### config.mk
export PLATFORM = sky130hd
export DESIGN_NAME = regfile_access_ctrl
export DESIGN_NICKNAME = d
export VERILOG_FILES = /design/src/rtl/regfile_access_ctrl_pkg.sv /design/src/rtl/regfile_addr_gen.sv /design/src/rtl/regfile_access_ctrl.sv
export SDC_FILE = /design/constraint.sdc
export NUM_CORES = 1
export LEC_CHECK = 0
export CORE_MARGIN = 4
export CORE_UTILIZATION = 45
export DETAILED_ROUTE_END_ITERATION = 6
export GPL_ROUTABILITY_DRIVEN = 0
export PLACE_DENSITY_LB_ADDON = 0.08
export RECOVER_POWER = 50
export SYNTH_ARGS = -nofsm -noshare
export SYNTH_HDL_FRONTEND = slang
export SYNTH_SLANG_ARGS = --single-unit
### constraint.sdc
create_clock -name clk -period 1.8 [get_ports clk]
set_input_delay 0.36 -clock clk [delete_from_list [all_inputs] [get_ports clk]]
set_output_delay 0.36 -clock clk [all_outputs]
set_load 0.1 [all_outputs]
### src/rtl/regfile_access_ctrl_pkg.sv
// Shared definitions for the register-file access controller: command
// opcodes, FSM state encoding and default geometry of the register file.
package regfile_access_ctrl_pkg;

  localparam int SIZE_DEFAULT = 16;
  localparam int ADDR_DEFAULT = 4;

  typedef enum logic [1:0] {
    OP_READ  = 2'b00,
    OP_WRITE = 2'b01,
    OP_COPY  = 2'b10,
    OP_FILL  = 2'b11
  } op_e;

  typedef enum logic [2:0] {
    ST_IDLE  = 3'd0,
    ST_RD    = 3'd1,
    ST_WR    = 3'd2,
    ST_FILL  = 3'd3,
    ST_CP_RD = 3'd4,
    ST_CP_WR = 3'd5,
    ST_RSP   = 3'd6
  } state_e;

  // True for the states that drive a write strobe into the register file.
  function automatic logic is_write_state(input state_e st);
    logic res;
    case (st)
      ST_WR, ST_FILL, ST_CP_WR: res = 1'b1;
      default:                  res = 1'b0;
    endcase
    return res;
  endfunction

endpackage

### src/rtl/regfile_addr_gen.sv
// Address generator for block operations: holds the current source and
// destination pointers plus the remaining-element counter. Pointers move up
// or down by one per step and wrap naturally modulo 2**addr. The counter is
// one bit wider than an address so a full-file length (len = 2**addr-1)
// loads as 2**addr and still terminates.
module regfile_addr_gen
  import regfile_access_ctrl_pkg::*;
#(
  parameter int addr = ADDR_DEFAULT
) (
  input  logic            clk,
  input  logic            reset_n,
  input  logic            load,
  input  logic            step,
  input  logic            desc,
  input  logic [addr-1:0] src,
  input  logic [addr-1:0] dst,
  input  logic [addr-1:0] len,
  output logic [addr-1:0] cur_src,
  output logic [addr-1:0] cur_dst,
  output logic            last
);

  logic [addr-1:0] cur_src_r;
  logic [addr-1:0] cur_dst_r;
  logic [addr:0]   remaining_r;
  logic            desc_r;

  // Load start pointers (top end when descending) or advance one element.
  always_ff @(posedge clk or negedge reset_n) begin
    if (!reset_n) begin
      cur_src_r   <= '0;
      cur_dst_r   <= '0;
      remaining_r <= '0;
      desc_r      <= 1'b0;
    end else if (load) begin
      desc_r      <= desc;
      remaining_r <= {1'b0, len} + {{addr{1'b0}}, 1'b1};
      if (desc) begin
        cur_src_r <= src + len;
        cur_dst_r <= dst + len;
      end else begin
        cur_src_r <= src;
        cur_dst_r <= dst;
      end
    end else if (step) begin
      remaining_r <= remaining_r - {{addr{1'b0}}, 1'b1};
      if (desc_r) begin
        cur_src_r <= cur_src_r - {{(addr-1){1'b0}}, 1'b1};
        cur_dst_r <= cur_dst_r - {{(addr-1){1'b0}}, 1'b1};
      end else begin
        cur_src_r <= cur_src_r + {{(addr-1){1'b0}}, 1'b1};
        cur_dst_r <= cur_dst_r + {{(addr-1){1'b0}}, 1'b1};
      end
    end else begin
      remaining_r <= remaining_r;
    end
  end

  assign cur_src = cur_src_r;
  assign cur_dst = cur_dst_r;
  assign last    = (remaining_r == {{addr{1'b0}}, 1'b1});

endmodule

### src/rtl/regfile_access_ctrl.sv
// Command-driven initiator for a register file with one write port and one
// combinational read port. Executes READ, WRITE, FILL and memmove-style COPY.
// Optional build macro RFC_DONE_RSP_EN: WRITE/FILL/COPY also return a
// completion response carrying the element count.
// All rf_* and handshake outputs are decoded from registered state only.
module regfile_access_ctrl
  import regfile_access_ctrl_pkg::*;
#(
  parameter int size = SIZE_DEFAULT,
  parameter int addr = ADDR_DEFAULT
) (
  input  logic            clk,
  input  logic            reset_n,
  input  logic            cmd_valid,
  output logic            cmd_ready,
  input  logic [1:0]      cmd_op,
  input  logic [addr-1:0] cmd_src,
  input  logic [addr-1:0] cmd_dst,
  input  logic [addr-1:0] cmd_len,
  input  logic [size-1:0] cmd_data,
  output logic            rsp_valid,
  input  logic            rsp_ready,
  output logic [size-1:0] rsp_data,
  output logic [addr-1:0] rf_write_addr,
  output logic            rf_write_en,
  output logic [size-1:0] rf_data_in,
  output logic [addr-1:0] rf_read_addr,
  input  logic [size-1:0] rf_data_out
);

`ifdef RFC_DONE_RSP_EN
  localparam state_e DONE_STATE = ST_RSP;
`else
  localparam state_e DONE_STATE = ST_IDLE;
`endif

  state_e          state_r;
  state_e          state_nx;
  logic [size-1:0] data_r;
  logic [size-1:0] buf_r;
  logic [size-1:0] rsp_data_r;
  logic            load_s;
  logic            step_s;
  logic            desc_s;
  logic [addr-1:0] diff_s;
  logic [addr-1:0] cur_src_s;
  logic [addr-1:0] cur_dst_s;
  logic            last_s;
`ifdef RFC_DONE_RSP_EN
  logic [addr-1:0] len_r;
  logic [addr:0]   count_s;
`endif

  // Copy runs top-down only when the destination starts inside the source
  // block ahead of it; every other case (including dst == src) runs upward.
  assign diff_s = cmd_dst - cmd_src;
  assign desc_s = (cmd_op == OP_COPY) && (diff_s != '0) && (diff_s <= cmd_len);

  regfile_addr_gen #(
    .addr (addr)
  ) u_addr_gen (
    .clk     (clk),
    .reset_n (reset_n),
    .load    (load_s),
    .step    (step_s),
    .desc    (desc_s),
    .src     (cmd_src),
    .dst     (cmd_dst),
    .len     (cmd_len),
    .cur_src (cur_src_s),
    .cur_dst (cur_dst_s),
    .last    (last_s)
  );

  // FSM state register.
  always_ff @(posedge clk or negedge reset_n) begin
    if (!reset_n) begin
      state_r <= ST_IDLE;
    end else begin
      state_r <= state_nx;
    end
  end

  // Next-state logic plus address-generator load/step strobes.
  always_comb begin
    state_nx = state_r;
    load_s   = 1'b0;
    step_s   = 1'b0;
    case (state_r)
      ST_IDLE: begin
        if (cmd_valid) begin
          load_s = 1'b1;
          case (op_e'(cmd_op))
            OP_READ:  state_nx = ST_RD;
            OP_WRITE: state_nx = ST_WR;
            OP_COPY:  state_nx = ST_CP_RD;
            OP_FILL:  state_nx = ST_FILL;
            default:  state_nx = ST_IDLE;
          endcase
        end else begin
          state_nx = ST_IDLE;
        end
      end
      ST_RD:    state_nx = ST_RSP;
      ST_WR:    state_nx = DONE_STATE;
      ST_FILL: begin
        step_s = 1'b1;
        if (last_s) begin
          state_nx = DONE_STATE;
        end else begin
          state_nx = ST_FILL;
        end
      end
      ST_CP_RD: state_nx = ST_CP_WR;
      ST_CP_WR: begin
        step_s = 1'b1;
        if (last_s) begin
          state_nx = DONE_STATE;
        end else begin
          state_nx = ST_CP_RD;
        end
      end
      ST_RSP: begin
        if (rsp_ready) begin
          state_nx = ST_IDLE;
        end else begin
          state_nx = ST_RSP;
        end
      end
      default:  state_nx = ST_IDLE;
    endcase
  end

`ifdef RFC_DONE_RSP_EN
  assign count_s = {1'b0, len_r} + {{addr{1'b0}}, 1'b1};
`endif

  // Command latches, copy buffer and response data capture.
  always_ff @(posedge clk or negedge reset_n) begin
    if (!reset_n) begin
      data_r     <= '0;
      buf_r      <= '0;
      rsp_data_r <= '0;
`ifdef RFC_DONE_RSP_EN
      len_r      <= '0;
`endif
    end else begin
      case (state_r)
        ST_IDLE: begin
          if (cmd_valid) begin
            data_r <= cmd_data;
`ifdef RFC_DONE_RSP_EN
            len_r  <= cmd_len;
`endif
          end else begin
            data_r <= data_r;
          end
        end
        ST_RD:    rsp_data_r <= rf_data_out;
        ST_CP_RD: buf_r      <= rf_data_out;
`ifdef RFC_DONE_RSP_EN
        ST_WR:    rsp_data_r <= {{(size-1){1'b0}}, 1'b1};
        ST_FILL, ST_CP_WR: begin
          if (last_s) begin
            rsp_data_r <= size'(count_s);
          end else begin
            rsp_data_r <= rsp_data_r;
          end
        end
`endif
        default:  rsp_data_r <= rsp_data_r;
      endcase
    end
  end

  // Output decode from registered state, pointers and latches only.
  always_comb begin
    cmd_ready     = 1'b0;
    rsp_valid     = 1'b0;
    rf_write_en   = is_write_state(state_r);
    rf_write_addr = '0;
    rf_data_in    = '0;
    rf_read_addr  = '0;
    case (state_r)
      ST_IDLE:  cmd_ready = 1'b1;
      ST_RD:    rf_read_addr = cur_src_s;
      ST_WR, ST_FILL: begin
        rf_write_addr = cur_dst_s;
        rf_data_in    = data_r;
      end
      ST_CP_RD: rf_read_addr = cur_src_s;
      ST_CP_WR: begin
        rf_write_addr = cur_dst_s;
        rf_data_in    = buf_r;
      end
      ST_RSP:   rsp_valid = 1'b1;
      default:  cmd_ready = 1'b0;
    endcase
  end

  assign rsp_data = rsp_data_r;

endmodule

---- Yosys cells after proc, flatten, opt, wreduce, memory -nomap -nowiden ----
Cells that the tools add are included.
operators by class
  $add $sub $neg .......................... 9
  $mul .................................... 0
  div/mod/pow operators ................... 0
  magnitude comparators ................... 1
  equal/unequal tests ..................... 10
  shifts and indexed selects .............. 0
  multiplexer cells ....................... 25
  bitwise gates (word level) .............. 0
  reductions and logical operators ........ 11
operators by type and width
  operator               number
  $mux W4                10
  $pmux W16 S2           1
  $pmux W3 S6            1
  $pmux W3 S4            1
  $mux W5                2
  $eq A3 B3 Y1 const B   3
  $mux W3                3
  $add A4 B1 Y4 const B  2
  $add A4 B4 Y4          2
  $sub A4 B1 Y4 const B  2
  $eq A3 B2 Y1 const B   2
  $mux W1                6
  $reduce_or A2 Y1       3
  $add A4 B1 Y5 const B  1
  $eq A5 B1 Y1 const B   1
  $sub A5 B1 Y5 const B  1
  $eq A2 B2 Y1 const B   2
  $le A4 B4 Y1           1
  $reduce_bool A4 Y1     1
  $sub A4 B4 Y4          1
  $eq A3 B1 Y1 const B   1
  $logic_not A3 Y1       1
  $reduce_or A3 Y1       1
  $eq A2 B1 Y1 const B   1
  other kinds (5)        6
word-level totals
  register bits after elaboration ......... 65
  latch bits .............................. 0
  RAM bits ................................ 0
  ROM bits ................................ 0
  logic and storage cells ................. 64
  memories ................................ 0

---- Logic depth before layout (Yosys ltp) ----
  word-level depth ........................ 6
  mapped depth ............................ 13

---- By module ----
Synthesis repeated with hierarchy kept, for this count alone.
second synthesis, totals
  cells, all modules ...................... 325
  area, all modules ....................... 3776.1 µm²
modules (own cells, without submodules)
  module               instances  cells an instance  area an instance (µm²)  sequential area each (µm²)
  regfile_access_ctrl  1          198                2580.0                  1276.2
  regfile_addr_gen     1          127                1196.1                  350.3

---- Least setup slack after synthesis ----
OpenSTA, ideal clock, no wires.
  path type ............................... reg-to-reg
  from .................................... register state_r[1]
  to ...................................... register u_addr_gen.remaining_r[0]
  library setup time ...................... 0.134 ns
  arrival ................................. 3.590 ns
  required time ........................... 1.666 ns
  slack ................................... -1.924 ns
  stages on the path, launching flop included .. 7
  buffers on the path ..................... 2
  cells stage by stage .................... dfrtp_1 > clkbuf_1 > nor3_1 > nand2_1 > clkbuf_1 > nand2_1 > o21ai_0
on the way
  word-level cells in the longest chain between the ends .. 4
  elaborated cells between the ends (all ways) .. 8
  classes of those cells .................. 2 x eq/ne; 3 x mux; 3 x reduce/logical
ends and longest elaborated chain
  element                                              RTL line                   text
  from (decl)                                          regfile_access_ctrl.sv:37  state_e state_r;
  from (signal assigned)                               regfile_access_ctrl.sv:80  state_r <= state_nx;
  $eq A3 B3 Y1 / $eq A3 B2 Y1 (equally long branches)  regfile_access_ctrl.sv:89  case (state_r)
  $reduce_or A2 Y1 (no line)                           n/a
  $mux W1                                              regfile_access_ctrl.sv:89
  $reduce_bool A2 Y1 (no line)                         n/a
  to (signal assigned)                                 regfile_addr_gen.sv:38     remaining_r <= {1'b0, len} + {{addr{1'b0}}, 1'b1};
  to (signal assigned)                                 regfile_addr_gen.sv:47     remaining_r <= remaining_r - {{addr{1'b0}}, 1'b1};
  to (signal assigned)                                 regfile_addr_gen.sv:56     remaining_r <= remaining_r;
  to (decl)                                            regfile_addr_gen.sv:26     logic [addr:0] remaining_r;
Parallel ways exist; a longest one is shown, timed or not.
A chain may end at the register's enable or synchronous reset.

---- Final worst setup path ----
  from .................................... input port cmd_dst[3]
  to ...................................... register u_addr_gen.cur_src_r[3], in the netlist u_addr_gen.cur_src[3]
on the way
  word-level cells in the longest chain between the ends .. 6
  elaborated cells between the ends (all ways) .. 7
  classes of those cells .................. 1 x add/sub; 1 x order compare; 2 x mux; 3 x reduce/logical
ends and longest elaborated chain
  element                                                               RTL line                   text
  from (decl)                                                           regfile_access_ctrl.sv:18  input logic [addr-1:0] cmd_dst,
  $sub A4 B4 Y4 *                                                       regfile_access_ctrl.sv:56  assign diff_s = cmd_dst - cmd_src;
  parallel branches: the longest is 2 deep, another holds $le A4 B4 Y1  n/a
  $logic_and A1 B1 Y1 *                                                 regfile_access_ctrl.sv:57  assign desc_s = (cmd_op == OP_COPY) && (diff_s != '0) && (diff_s <= cmd_len);
  $mux W4 *                                                             regfile_addr_gen.sv:39     if (desc) begin
  $mux W4 *                                                             regfile_addr_gen.sv:36     end else if (load) begin
  to (signal assigned)                                                  regfile_addr_gen.sv:40     cur_src_r <= src + len;
  to (signal assigned)                                                  regfile_addr_gen.sv:43     cur_src_r <= src;
  to (signal assigned)                                                  regfile_addr_gen.sv:49     cur_src_r <= cur_src_r - {{(addr-1){1'b0}}, 1'b1};
  to (decl)                                                             regfile_addr_gen.sv:24     logic [addr-1:0] cur_src_r;
Mark *: on every way between the ends.

==> results_tabular.tex <==
\begin{tabular}{lr}
\hline
Metric & Value \\
\hline
\multicolumn{2}{l}{\textbf{Detailed routing}} \\
\quad Drt pass-1 iters & 4 \\
\quad Total routed wirelength & between 10000 and 15000 µm \\
\quad Overall via count from detail\_route & approximately 3200 \\
\quad Wire length per cell & 16.7 µm \\
\quad Remaining DRCs & 0 \\
\quad First DRT Iteration DRCs & 104 \\
\quad Via density per instance & 5.27 \\
\quad Antenna Nets Post-Route & 0 \\
\multicolumn{2}{l}{\textbf{Global routing}} \\
\quad Met1 usage in global routing & roughly 27\% \\
\quad Via count of the first global-routing pass & 3445 \\
\quad Met2 usage in global routing & 38.4\% \\
\quad Congestion Overflow GR & 0 \\
\quad GRT Total Usage & 21.6\% \\
\quad Maximum number of pins on one net before global-route repair & 66 \\
\quad GR Layer Usage met3 & 3.93\% \\
\quad Number of antenna violations at the first check in global routing & 0 \\
\quad Global-route wire length before repair & between 15000 and 20000 µm \\
\quad Most crowded layer after global routing & met2 \\
\multicolumn{2}{l}{\textbf{Critical path}} \\
\quad Critical path startpoint category & primary input \\
\quad Req. time, crit path & 2.03 ns \\
\quad Startpoint-to-endpoint class of the critical path & primary input to flop \\
\quad CP arrival & roughly 2.7 ns \\
\quad Highest net fanout along the worst path & 3 \\
\quad Endpoint type of the worst setup path & flop \\
\multicolumn{2}{l}{\textbf{CTS}} \\
\quad Clk pin slew, worst setup/hold paths & 0.08 ns \\
\quad Maximum root-to-sink buffer count & 2 \\
\quad Sink count of the clock tree & 65 \\
\quad Clk Tree Root Cell & sky130\_fd\_sc\_hd\_\_clkbuf\_8 \\
\quad CTS HTree Levels & 3 \\
\quad TritonCTS clock tree & built \\
\quad Insertion delay of the later-clocked pin in the worst-skew pair & 0.33 ns \\
\quad Number of clock buffers inserted by TritonCTS & 9 \\
\multicolumn{2}{l}{\textbf{Min path}} \\
\quad Hold Path Class & primary input to flop \\
\multicolumn{2}{l}{\textbf{Timing}} \\
\quad Final setup slack of the worst path & -0.613 ns \\
\quad Total negative slack & -9.12 ns \\
\quad RSZ-0062 raised after global routing & yes \\
\quad Max\_slew headroom & -7.97\% \\
\quad Number of setup violations in the final report & 35 \\
\quad Setup skew after layout & 0.00835 ns \\
\quad Worst-Margin Slew & between 1.5 and 2 ns \\
\quad Fin crit share & 134\% \\
\quad Hold Fails Final Rpt & 0 \\
\quad FMAX & 414 MHz \\
\quad Number of max-slew violations in the final report & 66 \\
\quad Shortest period the worst path allows & 2.41 ns \\
\multicolumn{2}{l}{\textbf{Cells and area}} \\
\quad Leading cell type in the layout, fill and taps excluded & sky130\_fd\_sc\_hd\_\_dfrtp\_1 \\
\quad Layout Cell Area excl Fill & roughly 6200 µm² \\
\quad Non-filler cells in the finished layout & between 600 and 700 \\
\quad Area growth from synthesis to final layout & 70.6\% \\
\quad Filler instances & roughly 480 \\
\quad Footprint of the flip-flops and latches & 1630 µm² \\
\quad Post-layout nets & about 580 \\
\quad Number of diodes added for antenna fixing & 0 \\
\quad Top library cells by usage in the layout, fill and taps aside & sky130\_fd\_sc\_hd\_\_dfrtp\_1 (62), sky130\_fd\_sc\_hd\_\_nand2\_1 (59), sky130\_fd\_sc\_hd\_\_buf\_4 (57) \\
\quad Share of layout cells above drive strength 1 & approximately 46\% \\
\quad Area taken by multi-input logic gates & 2270 µm² \\
\multicolumn{2}{l}{\textbf{Synth}} \\
\quad Synthesis-stage register bit count & 65 \\
\quad Cell count after synthesis & 347 \\
\quad Post-synth top area cell & sky130\_fd\_sc\_hd\_\_dfrtp\_1 \\
\quad Post-synth EDFFs & 0 \\
\quad Mean Syn Cell Area & about 11 µm² \\
\quad Synth unique cells & 45 \\
\quad Leading register cell type out of synthesis & sky130\_fd\_sc\_hd\_\_dfrtp\_1 \\
\quad Share of the synthesized area in the top cell type & 44.5\% \\
\quad Post-synthesis instance area & roughly 3700 µm² \\
\quad Asr flop ratio synth & 100\% \\
\quad Count of synthesis-stage warnings from yosys & 0 \\
\quad Number of nets produced by synthesis & around 430 \\
\quad Post-synthesis sequential area ratio & between 40\% and 50\% \\
\quad Top cells by area, synth & sky130\_fd\_sc\_hd\_\_dfrtp\_1 (45\%), sky130\_fd\_sc\_hd\_\_mux2\_2 (10\%), sky130\_fd\_sc\_hd\_\_ha\_1 (8.2\%) \\
\multicolumn{2}{l}{\textbf{Flow run}} \\
\quad Maxcap violations & 1 \\
\multicolumn{2}{l}{\textbf{Die}} \\
\quad Std cell rows & 32 \\
\quad Core area & slightly below 8000 µm² \\
\quad Top Ports & 93 \\
\quad Initial core utilization & 46.8\% \\
\quad Die Span X & 98.1 µm \\
\quad DIE AREA & slightly below 10000 µm² \\
\quad DIE HEIGHT & 98.1 µm \\
\multicolumn{2}{l}{\textbf{Run status}} \\
\quad Violations in the final reports & max-capacitance violations, max-slew violations, negative setup slack \\
\quad Result of the run & finished, violations left \\
\multicolumn{2}{l}{\textbf{Placement}} \\
\quad Total half-perimeter wirelength after legalization and detailed placement & around 7200 µm \\
\quad Instance count after placement with tap cells included & 573 \\
\quad Post-Place Setup Slack & -1.44 ns \\
\quad Port bufs & 92 \\
\quad Area after DPL & 5730 µm² \\
\hline
\end{tabular}
[registers in the layout, summed over array words and instances (netlist names)]
signal	flops
u_addr_gen.cur_dst	4
data_r	16
u_addr_gen.desc_r	1
u_addr_gen.cur_src	4
u_addr_gen.remaining_r	5
buf_r	16
state_r	3
rsp_data	16
[path summary, 6_finish.rpt]
| path | to | from | slack, ns | cells after the start |
|---|---|---|---|---|
| worst max-delay path | u_addr_gen.cur_src[3]$_DFFE_PN0P_ | cmd_dst[3] | -0.61 | 12 |
| worst min-delay path | u_addr_gen.cur_dst[0]$_DFFE_PN0P_ | cmd_dst[0] | 0.44 | 4 |
| worst max register to register | u_addr_gen.cur_dst[3]$_DFFE_PN0P_ | state_r[0]$_DFF_PN0_ | -0.05 | 8 |
| worst min register to register | data_r[10]$_DFFE_PN0P_ | data_r[10]$_DFFE_PN0P_ | 0.50 | 2 |
| max in group asynchronous | state_r[0]$_DFF_PN0_ | reset_n | 0.23 | 2 |
| min in group asynchronous | state_r[1]$_DFF_PN0_ | reset_n | 0.51 | 2 |
[worst max-delay path: stages]
cell                              delay (ns)
sky130_fd_sc_hd__clkdlybuf4s50_1        0.47
sky130_fd_sc_hd__xnor2_2                0.18
sky130_fd_sc_hd__xnor2_2                0.19
sky130_fd_sc_hd__inv_2                  0.07
sky130_fd_sc_hd__ha_4                   0.29
sky130_fd_sc_hd__nand4_1                0.10
sky130_fd_sc_hd__nor2_2                 0.12
sky130_fd_sc_hd__a21oi_2                0.06
sky130_fd_sc_hd__buf_4                  0.14
sky130_fd_sc_hd__a311oi_2               0.23
sky130_fd_sc_hd__xnor2_1                0.15
sky130_fd_sc_hd__a221oi_1               0.29
[per-stage QoR]
| step | hold slack [ns] | utilization (%) |
|---|---|---|
| final | 0.443 | 79.9 |
| after global routing | 0.451 | 79.9 |
| after CTS | 0.0469 | 79.2 |
| after detailed placement | 0.402 | 73.3 |
| after global placement | 0.404 | 73.3 |
| after floorplan | 0.0644 | - |
[cells in the mapped netlist (4+ instances only)]
master and n:
sky130_fd_sc_hd__a21o_1 6, sky130_fd_sc_hd__a21oi_1 12, sky130_fd_sc_hd__a22o_1 16, sky130_fd_sc_hd__and2_1 4
sky130_fd_sc_hd__buf_2 5, sky130_fd_sc_hd__clkbuf_1 8, sky130_fd_sc_hd__dfrtp_1 65, sky130_fd_sc_hd__fa_1 5
sky130_fd_sc_hd__ha_1 24, sky130_fd_sc_hd__inv_1 23, sky130_fd_sc_hd__mux2_2 34, sky130_fd_sc_hd__mux2i_1 5
sky130_fd_sc_hd__nand2_1 62, sky130_fd_sc_hd__nor2_1 12, sky130_fd_sc_hd__nor2b_1 6, sky130_fd_sc_hd__o21ai_0 9
sky130_fd_sc_hd__xnor2_1 17
[routing by layer]
layer,share of wire [%],vias to the layer above
li1,-,1522
met1,41,1595
met2,53,94
met3,5.1,17
met4,1.3,0
met5,0,-
[timing repair]
item / in CTS / in global routing
gates cloned: 1 / 0
buffers inserted: 17 / 6
hold buffers: 0 / 0
endpoints found under the hold margin: 0 / 0
endpoints found under the setup margin: 36 / 35
resized for setup: 47 / 14
pin swaps: 19 / 21
[kinds of logic (layout without fill, tap and decap cells)]
group	after synthesis	after routing	share of synthesized area (%)
xor+xnor	19	19	4.55
mux	39	39	11.8
buf+inv	36	199	3.87
simple gates	95	95	11.4
flops	65	65	44.5
compound gates	64	64	12.9
fa+ha+maj	29	29	11.0
[cell type report]
cell class	count	area share (%)
tap	102	2.05
clock inverter	7	1.26
multi-input combinational	246	36.5
inverter	23	1.52
timing repair buffer	160	30.6
clock buffer	9	1.99
sequential	65	26.1
Power is not shown: default switching activity piles up to over one toggle a cycle in this logic, so the estimate is an artifact.
